## src/rtl/pid_pkg.sv

```systemverilog
// Shared types and width helpers for the
// multi-channel PID core.
package pid_pkg;

  typedef enum logic [2:0] {
    S_IDLE,
    S_ERR,
    S_PROP,
    S_INTG,
    S_DERV,
    S_OUT
  } state_e;

  // ref - meas without wrap
  function automatic int err_w(int dw);
    return dw + 1;
  endfunction

  // e - prev_e without wrap
  function automatic int dif_w(int dw);
    return dw + 2;
  endfunction

  // widest second multiplier operand
  function automatic int mop_w(int dw, int iw);
    return (iw > dw + 2) ? iw : dw + 2;
  endfunction

  // three summed products never overflow
  function automatic int acc_w(
    int cw, int dw, int iw
  );
    return cw + mop_w(dw, iw) + 3;
  endfunction

  function automatic int ch_w(int n);
    return (n > 1) ? $clog2(n) : 1;
  endfunction

endpackage

```

## src/rtl/pid_sat.sv

```systemverilog
// Output stage: drop gain fraction bits
// and clip to the signed output range.
module pid_sat #(
  parameter int AW   = 43,
  parameter int DW   = 16,
  parameter int FRAC = 8
) (
  input  logic signed [AW-1:0] acc_i,
  output logic signed [DW-1:0] val_o,
  output logic                 hi_o,
  output logic                 lo_o
);

  localparam logic signed [AW-1:0] VMAX =
    AW'({1'b0, {(DW-1){1'b1}}});
  localparam logic signed [AW-1:0] VMIN =
    AW'($signed({1'b1, {(DW-1){1'b0}}}));

  logic signed [AW-1:0] sh;

  // floor shift, then clip and flag
  always_comb begin
    sh    = acc_i >>> FRAC;
    hi_o  = sh > VMAX;
    lo_o  = sh < VMIN;
    val_o = sh[DW-1:0];
    if (hi_o) val_o = VMAX[DW-1:0];
    if (lo_o) val_o = VMIN[DW-1:0];
  end

endmodule

```

## src/rtl/pid_mc_core.sv

```systemverilog
// Time-shared multi-channel PID core with
// per-channel integrator and previous error.
module pid_mc_core
  import pid_pkg::*;
#(
  parameter int DW   = 16,
  parameter int CW   = 16,
  parameter int FRAC = 8,
  parameter int NCH  = 4,
  parameter int IW   = DW + 8
) (
  input  logic                     clk,
  input  logic                     rst,
  input  logic                     in_valid,
  output logic                     in_ready,
  input  logic [ch_w(NCH)-1:0]     in_ch,
  input  logic signed [DW-1:0]     ref_in,
  input  logic signed [DW-1:0]     meas,
  input  logic signed [CW-1:0]     kp,
  input  logic signed [CW-1:0]     ki,
  input  logic signed [CW-1:0]     kd,
  input  logic                     clr,
  output logic                     out_valid,
  input  logic                     out_ready,
  output logic [ch_w(NCH)-1:0]     out_ch,
  output logic signed [DW-1:0]     out_val,
  output logic                     out_sat
);

  localparam int EW  = err_w(DW);
  localparam int DFW = dif_w(DW);
  localparam int BW  = mop_w(DW, IW);
  localparam int AW  = acc_w(CW, DW, IW);
  localparam int PW  = CW + BW;
  localparam int SW  = BW + 1;
  localparam int CHW = ch_w(NCH);

  localparam logic signed [IW-1:0] IMAX =
    {1'b0, {(IW-1){1'b1}}};
  localparam logic signed [IW-1:0] IMIN =
    {1'b1, {(IW-1){1'b0}}};

  state_e state_q, state_d;

  logic [CHW-1:0]        ch_q, ch_d;
  logic signed [DW-1:0]  ref_q, ref_d;
  logic signed [DW-1:0]  meas_q, meas_d;
  logic signed [CW-1:0]  kp_q, kp_d;
  logic signed [CW-1:0]  ki_q, ki_d;
  logic signed [CW-1:0]  kd_q, kd_d;
  logic                  clr_q, clr_d;
  logic signed [EW-1:0]  e_q, e_d;
  logic signed [EW-1:0]  pe_q, pe_d;
  logic signed [IW-1:0]  iold_q, iold_d;
  logic signed [IW-1:0]  icand_q, icand_d;
  logic signed [AW-1:0]  acc_q, acc_d;

  logic                  out_valid_q;
  logic                  out_valid_d;
  logic                  out_sat_q, out_sat_d;
  logic [CHW-1:0]        out_ch_q, out_ch_d;
  logic signed [DW-1:0]  out_val_q, out_val_d;

  logic signed [IW-1:0]  integ_q [NCH];
  logic signed [IW-1:0]  integ_d [NCH];
  logic signed [EW-1:0]  prev_q  [NCH];
  logic signed [EW-1:0]  prev_d  [NCH];

  logic signed [SW-1:0]  isum;
  logic signed [IW-1:0]  icand_c;
  logic signed [DFW-1:0] diff_c;
  logic signed [CW-1:0]  mul_a;
  logic signed [BW-1:0]  mul_b;
  logic signed [PW-1:0]  prod;
  logic signed [DW-1:0]  sat_val;
  logic                  sat_hi, sat_lo;
  logic                  take, wind;

  assign take = out_valid_q && out_ready;

  pid_sat #(
    .AW  (AW),
    .DW  (DW),
    .FRAC(FRAC)
  ) u_sat (
    .acc_i(acc_q),
    .val_o(sat_val),
    .hi_o (sat_hi),
    .lo_o (sat_lo)
  );

  // state register
  always_ff @(posedge clk) begin
    if (rst) state_q <= S_IDLE;
    else     state_q <= state_d;
  end

  // one state per clock, OUT waits for take
  always_comb begin
    state_d = state_q;
    unique case (state_q)
      S_IDLE: if (in_valid) state_d = S_ERR;
      S_ERR:  state_d = S_PROP;
      S_PROP: state_d = S_INTG;
      S_INTG: state_d = S_DERV;
      S_DERV: state_d = S_OUT;
      S_OUT:  if (take) state_d = S_IDLE;
      default: state_d = S_IDLE;
    endcase
  end

  // handshake outputs
  always_comb begin
    in_ready  = (state_q == S_IDLE);
    out_valid = out_valid_q;
    out_ch    = out_ch_q;
    out_val   = out_val_q;
    out_sat   = out_sat_q;
  end

  // integrator candidate and derivative diff
  always_comb begin
    isum    = SW'(iold_q) + SW'(e_q);
    icand_c = isum[IW-1:0];
    if (isum > SW'(IMAX)) icand_c = IMAX;
    if (isum < SW'(IMIN)) icand_c = IMIN;
    diff_c  = DFW'(e_q) - DFW'(pe_q);
  end

  // the single shared multiplier
  always_comb begin
    mul_a = '0;
    mul_b = '0;
    unique case (state_q)
      S_PROP: begin
        mul_a = kp_q;
        mul_b = BW'(e_q);
      end
      S_INTG: begin
        mul_a = ki_q;
        mul_b = BW'(icand_c);
      end
      S_DERV: begin
        mul_a = kd_q;
        mul_b = BW'(diff_c);
      end
      default: ;
    endcase
    prod = PW'(mul_a) * PW'(mul_b);
  end

  // hold integ if it would push deeper into the clip
  always_comb begin
    wind = (sat_hi && (icand_q > iold_q)) ||
           (sat_lo && (icand_q < iold_q));
  end

  // datapath sequencing and writeback
  always_comb begin
    ch_d        = ch_q;
    ref_d       = ref_q;
    meas_d      = meas_q;
    kp_d        = kp_q;
    ki_d        = ki_q;
    kd_d        = kd_q;
    clr_d       = clr_q;
    e_d         = e_q;
    pe_d        = pe_q;
    iold_d      = iold_q;
    icand_d     = icand_q;
    acc_d       = acc_q;
    out_valid_d = out_valid_q;
    out_sat_d   = out_sat_q;
    out_ch_d    = out_ch_q;
    out_val_d   = out_val_q;
    integ_d     = integ_q;
    prev_d      = prev_q;
    unique case (state_q)
      S_IDLE: begin
        if (in_valid) begin
          ch_d   = in_ch;
          ref_d  = ref_in;
          meas_d = meas;
          kp_d   = kp;
          ki_d   = ki;
          kd_d   = kd;
          clr_d  = clr;
        end
      end
      S_ERR: begin
        e_d    = EW'(ref_q) - EW'(meas_q);
        iold_d = clr_q ? '0 : integ_q[ch_q];
        pe_d   = clr_q ? '0 : prev_q[ch_q];
      end
      S_PROP: acc_d = AW'(prod);
      S_INTG: begin
        icand_d = icand_c;
        acc_d   = acc_q + AW'(prod);
      end
      S_DERV: acc_d = acc_q + AW'(prod);
      S_OUT: begin
        if (!out_valid_q) begin
          out_valid_d = 1'b1;
          out_val_d   = sat_val;
          out_sat_d   = sat_hi | sat_lo;
          out_ch_d    = ch_q;
        end else if (out_ready) begin
          out_valid_d    = 1'b0;
          prev_d[ch_q]   = e_q;
          integ_d[ch_q]  = wind ? iold_q
                                : icand_q;
        end
      end
      default: ;
    endcase
  end

  // datapath and channel state registers
  always_ff @(posedge clk) begin
    if (rst) begin
      ch_q        <= '0;
      ref_q       <= '0;
      meas_q      <= '0;
      kp_q        <= '0;
      ki_q        <= '0;
      kd_q        <= '0;
      clr_q       <= 1'b0;
      e_q         <= '0;
      pe_q        <= '0;
      iold_q      <= '0;
      icand_q     <= '0;
      acc_q       <= '0;
      out_valid_q <= 1'b0;
      out_sat_q   <= 1'b0;
      out_ch_q    <= '0;
      out_val_q   <= '0;
      for (int i = 0; i < NCH; i++) begin
        integ_q[i] <= '0;
        prev_q[i]  <= '0;
      end
    end else begin
      ch_q        <= ch_d;
      ref_q       <= ref_d;
      meas_q      <= meas_d;
      kp_q        <= kp_d;
      ki_q        <= ki_d;
      kd_q        <= kd_d;
      clr_q       <= clr_d;
      e_q         <= e_d;
      pe_q        <= pe_d;
      iold_q      <= iold_d;
      icand_q     <= icand_d;
      acc_q       <= acc_d;
      out_valid_q <= out_valid_d;
      out_sat_q   <= out_sat_d;
      out_ch_q    <= out_ch_d;
      out_val_q   <= out_val_d;
      for (int i = 0; i < NCH; i++) begin
        integ_q[i] <= integ_d[i];
        prev_q[i]  <= prev_d[i];
      end
    end
  end

endmodule

```

## config.mk

```make
export PLATFORM = sky130hd
export DESIGN_NAME = pid_mc_core
export DESIGN_NICKNAME = d
export VERILOG_FILES = /design/src/rtl/pid_pkg.sv /design/src/rtl/pid_sat.sv /design/src/rtl/pid_mc_core.sv
export SDC_FILE = /design/constraint.sdc
export NUM_CORES = 2
export LEC_CHECK = 0
export ABC_CLOCK_PERIOD_IN_PS = 15600
export BUFFER_PORTS_ARGS = -buffer_cell sky130_fd_sc_hd__buf_2
export CORE_ASPECT_RATIO = 1.75
export CORE_UTILIZATION = 45
export CTS_CLUSTER_SIZE = 40
export DETAILED_ROUTE_END_ITERATION = 7
export PLACE_DENSITY = 0.6
export SLEW_MARGIN = 20
export SYNTH_ARGS = -nofsm -noshare
export SYNTH_HDL_FRONTEND = slang
export SYNTH_SLANG_ARGS = --single-unit
```

## constraint.sdc

```tcl
create_clock -name clk -period 15.6 [get_ports clk]
set_input_delay 3.9 -clock clk [delete_from_list [all_inputs] [get_ports clk]]
set_output_delay 3.9 -clock clk [all_outputs]
set_load 0.005 [all_outputs]
```

==> results.txt <==
EDFF count, synth: 0
Final Critical Period: 13020 ps
cell taking the most area after synthesis: dfxtp_1
Rel. slew slack: 0.163
Final Max Slew Viols: 0
fillers: 7813
HPWL after detailed placement: 93200 um
average size of a mapped cell: 8.35 sq um
Static Leakage: 0.0166 uW
global-route wire length before repair: 183000 um
register area: 7910 sq um
sequential-to-total area share from yosys stat: 0.221
asr flop ratio synth: 0
CP Capture Type: register
antenna violations before repair: 5
share of layout cells above drive strength 1: 0.0793
CTS tree: built
setup TNS: 0 ps
Post-Syn Nets: 4967
vias per cell: 5.69
actual slew at the worst max-slew pin: 1260 ps
Crit path max-delay family: compound AO/OA/AOI/OAI gates
crit path kind: register to register
Die Ht: 375 um
slowest CP cell: dfxtp_1
dpl ws: 2610 ps
Ports: 108
FF-to-FF path depth: 46
Iteration-0 DRC Markers: 1779
post-CTS setup buffer count: 0
synthesized flop and latch total: 395
CP Launch Type: register
fin crit share: 0.835
WL final: 121000 um
Synth Instances: 4277
Post-CTS Hold Buffers: 0
hold endpoint: out_val[8]
die span in x: 215 um
gr usage total: 0.301
# setup viols final: 0
Max Clock Freq: 0.0768 GHz
CTS Sinks: 395
Clock Root Buffer: clkbuf_16
core area: 78600 sq um
Starting Density: 0.454
Worst-Skew Late Latency: 620 ps
H-tree levels: 2
P per Cell Area: 76.2 nW/um^2
FF-to-FF End: acc_q[42]
vias in the first global route: 30961
Critical Path Stages: 46
area growth from synthesis to layout: 8.02%
DRC: 0
Yosys warnings: 0
final worst slack: 2580 ps
Post-CTS Resized: 0
routed via count: 30245
multi-input logic area: 24900 sq um
final hold vios: 0
unrepaired setup endpoints after global routing: no
I/O Buffers: 107
clock buffer depth: 3
Worst Path Arrival: 13560 ps
Top FF cell, synth: dfxtp_1
Worst-path clk slew: 70 ps
Worst Path Buf+Inv: 5
VDD IR max: 0.0775 mV
wire per inst: 22.7 um
MaxCap Viol Count: 0
hold path start: out_val[8]
Synth area leaders: dfxtp_1 22%, fa_1 21%, ha_1 7.9%
hold depth: 2
die area: 80500 sq um
# nets final: 4932
row cnt: 136
drt pass-1 iters: 6
FF-to-FF setup slack: 2580 ps
status: finished, final reports clean
Reg2Reg Launch Point: e_q[14]
critical path fanouts, max: 17
largest net degree at the start of global routing: 148
most numerous cell on the critical path: fa_1
Hold Path Class: register to register
gr ovfl total: 0
Worst Path Required: 16140 ps
Post-DRT Antenna Nets: 0
gpl congestion: 0.967
top cell type's share of synthesized area: 0.221
Post-Syn Area: 35700 sq um
CP max stage delay: 640 ps
Distinct cells, synth: 86
total power: 2940 uW
total CTS buffers: 42
skew final: 44.9 ps
## worst register-to-register path: cells and delay by family (launching register included)
family / cells / cell delay, ps
buffers and inverters: 5 / 550
flip-flops: 1 / 640
XOR/XNOR: 2 / 280
AO/OA/AOI/OAI: 22 / 5530
adder cells (fa/ha/maj): 9 / 4160
AND/OR/NAND/NOR: 8 / 1810
## layout make-up
type | count | area share
Timing Repair Buffer | 161 | 0.0247
Clock inverter | 23 | 0.00808
Antenna cell | 2 | 0.000130
Tap cell | 1035 | 0.0336
Sequential cell | 395 | 0.205
Inverter | 542 | 0.0528
Clock buffer | 53 | 0.0304
Multi-Input combinational cell | 3100 | 0.645
## power breakdown
group | internal [uW] | switching [uW] | leakage (uW)
Combinational | 243 | 487 | 0.0127
Sequential | 1050 | 56.6 | 0.00320
Clock | 626 | 475 | 0.000730
Total | 1920 | 1020 | 0.0166
## stage by stage
step	util	std cells	hold slack, ps	instance area (sq um)
global placement	0.471	5233	439	37100
detailed placement	0.471	5233	444	37100
global route	0.490	5309	474	38600
floorplan	-	4277	433	35700
finish	0.491	5311	451	38600
CTS	0.490	5309	452	38600
## routing by layer
layer | vias up | share of wire | track usage | routed length (um)
met5 | - | 0.00021 | 0 | 25
met4 | 4 | 0.095 | 0.251 | 11400
met3 | 473 | 0.048 | 0.0487 | 5840
met2 | 961 | 0.52 | 0.547 | 62600
met1 | 14606 | 0.34 | 0.298 | 40700
li1 | 14201 | - | - | -
## cell usage in the layout, fill, tap and decap left out, types with 80 or more instances in the layout
cell type / instances
ha_1: 225
xnor2_1: 80
nor2_1: 446
o21ai_0: 109
buf_2: 106
a21oi_1: 335
fa_1: 378
inv_1: 542
dfxtp_1: 392
nand2_1: 592
a211oi_1: 114
## synthesized netlist by cell type, drive strengths merged, types with 41 or more instances
master / number
nand2: 595
inv: 542
nor2: 452
dfxtp: 395
fa: 378
a21oi: 341
ha: 225
clkbuf: 195
o21ai: 156
a211oi: 122
xnor2: 80
o21a: 66
a21o: 57
a22oi: 54
buf: 45
mux2i: 44
mux4: 41
## cell families (layout without fill, tap and decap cells)
kind of cell	count (synthesis)	in the layout	synth area share
muxes	85	85	0.0382
buffers and inverters	782	779	0.0837
adders and majority gates	603	603	0.291
xor gates and xnor gates	115	115	0.0282
DFF	395	395	0.221
and+or+nand+nor	1265	1265	0.147
AOI/OAI and AO/OA	1032	1032	0.190
other	0	2	0
## how the worst max path moves through the flow
stage | start | to | slack, ps
floorplan | e_q[1] | acc_q[42] | 4550
global route | e_q[14] | acc_q[42] | 1560
CTS | e_q[14] | acc_q[42] | 2540
global placement | e_q[13] | acc_q[42] | 2650
detailed placement | e_q[14] | acc_q[42] | 2610
finish | e_q[14] | acc_q[42] | 2580
## state kept, by name (all words and copies together), names as in the netlist, 3 cells and up
| signal | cells |
|---|---|
| out_val | 16 |
| prev_q | 68 |
| ref_q | 16 |
| integ_q | 96 |
| acc_q | 43 |
| ki_q | 16 |
| meas_q | 16 |
| kd_q | 16 |
| state_q | 3 |
| e_q | 17 |
| kp_q | 16 |
| iold_q | 24 |
| pe_q | 17 |
| icand_q | 24 |
Note: power is estimated with default switching activity, not from simulation.
